### config.mk
export PLATFORM = sky130hd
export DESIGN_NAME = serial_add_ctrl
export DESIGN_NICKNAME = d
export VERILOG_FILES = /design/src/rtl/serial_add_ctrl.sv
export SDC_FILE = /design/constraint.sdc
export NUM_CORES = 1
export LEC_CHECK = 0
export BUFFER_PORTS_ARGS = -buffer_cell sky130_fd_sc_hd__buf_2
export CAP_MARGIN = 15
export CORE_MARGIN = 2
export CORE_UTILIZATION = 47
export DETAILED_ROUTE_END_ITERATION = 10
export HOLD_SLACK_MARGIN = 0.1
export PLACE_DENSITY = 0.8
export SYNTH_ARGS = -nofsm -noshare
export SYNTH_HDL_FRONTEND = slang
export SYNTH_SLANG_ARGS = --single-unit
### constraint.sdc
create_clock -name clk -period 1.3 [get_ports clk]
set_input_delay 0.26 -clock clk [delete_from_list [all_inputs] [get_ports clk]]
set_output_delay 0.26 -clock clk [all_outputs]
set_load 0.02 [all_outputs]
### src/rtl/serial_add_ctrl.sv
// Bit-serial WIDTH-bit add/subtract sequencer driving one shared external full adder.
// Operands are shifted out LSB first and the carry is held between bits; the result is latched on entry to DONE.
module serial_add_ctrl #(
  parameter int WIDTH = 8
) (
  input  logic             clk,
  input  logic             rst_n,
  input  logic             start,
  input  logic             sub,
  input  logic [WIDTH-1:0] a_in,
  input  logic [WIDTH-1:0] b_in,
  input  logic             cin,
  output logic             fa_a,
  output logic             fa_b,
  output logic             fa_c1,
  input  logic             fa_s,
  input  logic             fa_c,
  output logic             busy,
  output logic             done,
  output logic [WIDTH-1:0] sum_out,
  output logic             cout_out,
  output logic             ovf_out
);

  localparam int CW = (WIDTH > 1) ? $clog2(WIDTH) : 1;
  localparam logic [CW-1:0] LAST = CW'(WIDTH - 1);

  typedef enum logic [1:0] {IDLE, RUN, DONE} state_t;

  state_t           state_reg;
  logic [WIDTH-1:0] a_sh_reg;
  logic [WIDTH-1:0] b_sh_reg;
  logic [WIDTH-1:0] res_sh_reg;
  logic             carry_reg;
  logic [CW-1:0]    count_reg;
  logic             in_run;

  // The adder inputs are gated so the shared cell sees zeros while this sequencer is not using it.
  assign in_run = (state_reg == RUN);
  assign fa_a   = in_run & a_sh_reg[0];
  assign fa_b   = in_run & b_sh_reg[0];
  assign fa_c1  = in_run & carry_reg;

  always_ff @(posedge clk) begin
    if (!rst_n) begin
      state_reg  <= IDLE;
      a_sh_reg   <= '0;
      b_sh_reg   <= '0;
      res_sh_reg <= '0;
      carry_reg  <= 1'b0;
      count_reg  <= '0;
      busy       <= 1'b0;
      done       <= 1'b0;
      sum_out    <= '0;
      cout_out   <= 1'b0;
      ovf_out    <= 1'b0;
    end else begin
      done <= 1'b0;
      case (state_reg)
        IDLE, DONE: begin
          if (start) begin
            a_sh_reg  <= a_in;
            b_sh_reg  <= sub ? ~b_in : b_in;
            carry_reg <= sub ? 1'b1 : cin;
            count_reg <= '0;
            busy      <= 1'b1;
            state_reg <= RUN;
          end else begin
            state_reg <= IDLE;
          end
        end
        RUN: begin
          res_sh_reg <= {fa_s, res_sh_reg[WIDTH-1:1]};
          carry_reg  <= fa_c;
          a_sh_reg   <= {1'b0, a_sh_reg[WIDTH-1:1]};
          b_sh_reg   <= {1'b0, b_sh_reg[WIDTH-1:1]};
          count_reg  <= count_reg + 1'b1;
          if (count_reg == LAST) begin
            // carry_reg is the carry into the MSB during this last bit.
            sum_out   <= {fa_s, res_sh_reg[WIDTH-1:1]};
            cout_out  <= fa_c;
            ovf_out   <= carry_reg ^ fa_c;
            busy      <= 1'b0;
            done      <= 1'b1;
            state_reg <= DONE;
          end
        end
        default: begin
          busy      <= 1'b0;
          state_reg <= IDLE;
        end
      endcase
    end
  end

endmodule

==> out/qor.yml <==
status: "finished, violations left"
violations: "negative setup slack"
drt-pass1-iter-count: 4
cts_made_buffers: 5
wl_met3_um: 188
antenna_cells: 0
grtUsageTotal_pct: 17.84
clock-skew-final_ns: 0.006746
cts_root_buf: "clkbuf_4"
clk_latency_ns: 0.35
register_area_um2: 824.5
multi_input_area_um2: 940.9
final_cell_mix: "dfxtp_1 (38), buf_2 (34), a21oi_1 (27)"
clk_path_buf_depth: 2
core_um2: 3416
finalCritPeriodShare_pct: 113.1
cts.sinks: 41
critPathLaunchType: "flip-flop"
routabilityCongestion: 0.7471
io_pins: 38
wirelength_met1_mm: 1.569
synth.area.top_cells: "dfxtp_1 (48%), a21oi_1 (11%), nand2_1 (8.1%)"
ir_drop_mv: 0.6294
totalPowerFinal_uw: 2289
antenna_left: 0
totalNegativeSetupSlack_ns: -0.5929
synthMuxAreaShare_pct: 0
grt_antenna_before_repair: 0
vias: 1529
leakage_uw: 0.0009072
cp-end-kind: "output port"
cpMaxStageDelayCell: "dfxtp_2"
synth-seq-area-share_pct: 47.95
die_width_um: 64.35
syn-num-nets: 222
slowest_delay_ns: 0.34
grt_max_degree: 42
synth_fa_ha_area_share_pct: 1.462
hold_class: "input port to flip-flop"
drt-initial-drc-count: 97
synth_simple_gate_area_share_pct: 19.01
holdWs_ns: 0.1287
die_h_um: 64.35
grt_first_pass_wirelength_mm: 5.761
wl_per_cell_um: 12.98
netlist_area_um2: 1712
yosys.area_share.xor_xnor_pct: 4.605
critPathMaxFanout: 5
routed_wl_mm: 3.817
cts_max_level: 2
port_buffers: 37
min_period_ns: 1.470
cap_viol_max_count: 0
worstPathCellList: "and2b_4 > and2_4 > buf_6"
synth_area_per_cell_um2: 8.689
nFillCells: 270
rsz0062_at_grt: "true"
setup_slack_ns: -0.1704
synth_top_family_by_area: "compound AO/OA/AOI/OAI gates"
setup_viol: 9
final_common_cell: "dfxtp_1"
design_area_um2: 2306
yosysWarnings: 0
slew_violations: 0
post-place-ws_ns: -0.09701
cts_tree: "built"
dr_wl_met2_mm: 2.019
grt_pass1_vias: 1355
synth_compound_area_share_pct: 20.54
ys_ff_latch: 41
path_class: "flip-flop to output port"
post_dp_cell_area_um2: 1991
area_growth_syn_to_layout_pct: 34.72
start_util_pct: 50.11
power.density_nw_per_um2: 992.7
hold_buffers: 0
ys_types: 25
nets: 272
via_per_inst: 5.201
highest_layer: "met4"
drc_errors: 0
required_ns: 1.04
crit_arrival_ns: 1.21
drive_gt1_share_pct: 43.55
netlist_instances: 197
relSlewSlack_pct: 81.52
hpwl_mm: 2.372
fp.dieArea_um2: 4140
max_freq_mhz: 680.1
clk_pin_slew_worst_paths_ns: 0.12
tightest_slew_ns: 0.2763
grt_overflow: 0
synth_top_area_share_pct: 47.95
yosysTopAreaCell: "dfxtp_1"
rows: 21
hold_violations: 0
==> logic make-up after synthesis <==
family,after synthesis
flops,41
fa+ha+maj,2
simple gates,72
compound gates,55
xor+xnor,9
buf+inv,18
==> synthesized netlist by cell type, drive strengths merged <==
library cell,instances
nand2b,3
ha,2
xnor2,1
and2b,1
o21ai,2
xor2,8
nand2,37
o21a,1
inv,1
nor2,5
a21oi,36
nand3b,1
a22oi,14
and2,3
a31oi,1
dfxtp,41
nand3,20
nor2b,1
a211oi,1
clkbuf,5
and3b,1
buf,12
==> path summary, 6_finish.rpt <==
| path | from | endpoint | slack (ns) | cells after the start |
|---|---|---|---|---|
| setup / recovery | state_reg[1] | fa_c1 | -0.17 | 3 |
| hold reg to reg | sum_out[1] | sum_out[1] | 0.47 | 2 |
| setup reg to reg | count_reg[1] | sum_out[1] | -0.04 | 6 |
| hold / removal | a_in[7] | a_sh_reg[7] | 0.13 | 3 |
==> routing by layer <==
metal,vias up,global-route usage [%]
met1,702,20.75
met2,41,30.86
met5,-,0
li1,780,-
met3,6,4.577
met4,0,7.713
==> power by group <==
part / internal (µW) / leakage, µW / total [µW] / switching (µW)
clock network: 206 / 0.0000320 / 601 / 395
registers: 1310 / 0.000335 / 1340 / 31.8
logic: 161 / 0.000540 / 347 / 186
total: 1680 / 0.000907 / 2290 / 613
==> worst max-delay path: cells and delay by family (launching register included) <==
family	cells	cell delay [ns]
buf+inv	1	0.11
simple gates	2	0.41
flops	1	0.34
==> cell type report <==
class	instances	share of cell area [%]
tap	46	2.496
timing repair buffer	59	18.56
clock buffer	6	1.791
sequential	41	35.76
inverter	1	0.1628
multi-input combinational	139	40.80
clock inverter	2	0.4341
==> what timing repair did <==
item,4_1_cts,5_1_grt
gates resized for setup,14,39
setup endpoints to repair,14,14
pin swaps,4,21
gates cloned,1,1
buffers inserted,3,4
==> stage by stage <==
stage | std cells | utilization [%]
finish | 294 | 67.51
global placement | 277 | 58.28
CTS | 289 | 61.69
detailed placement | 277 | 58.28
floorplan | 197 | -
global route | 294 | 67.51
No activity file was read; power rests on OpenSTA's default activity.
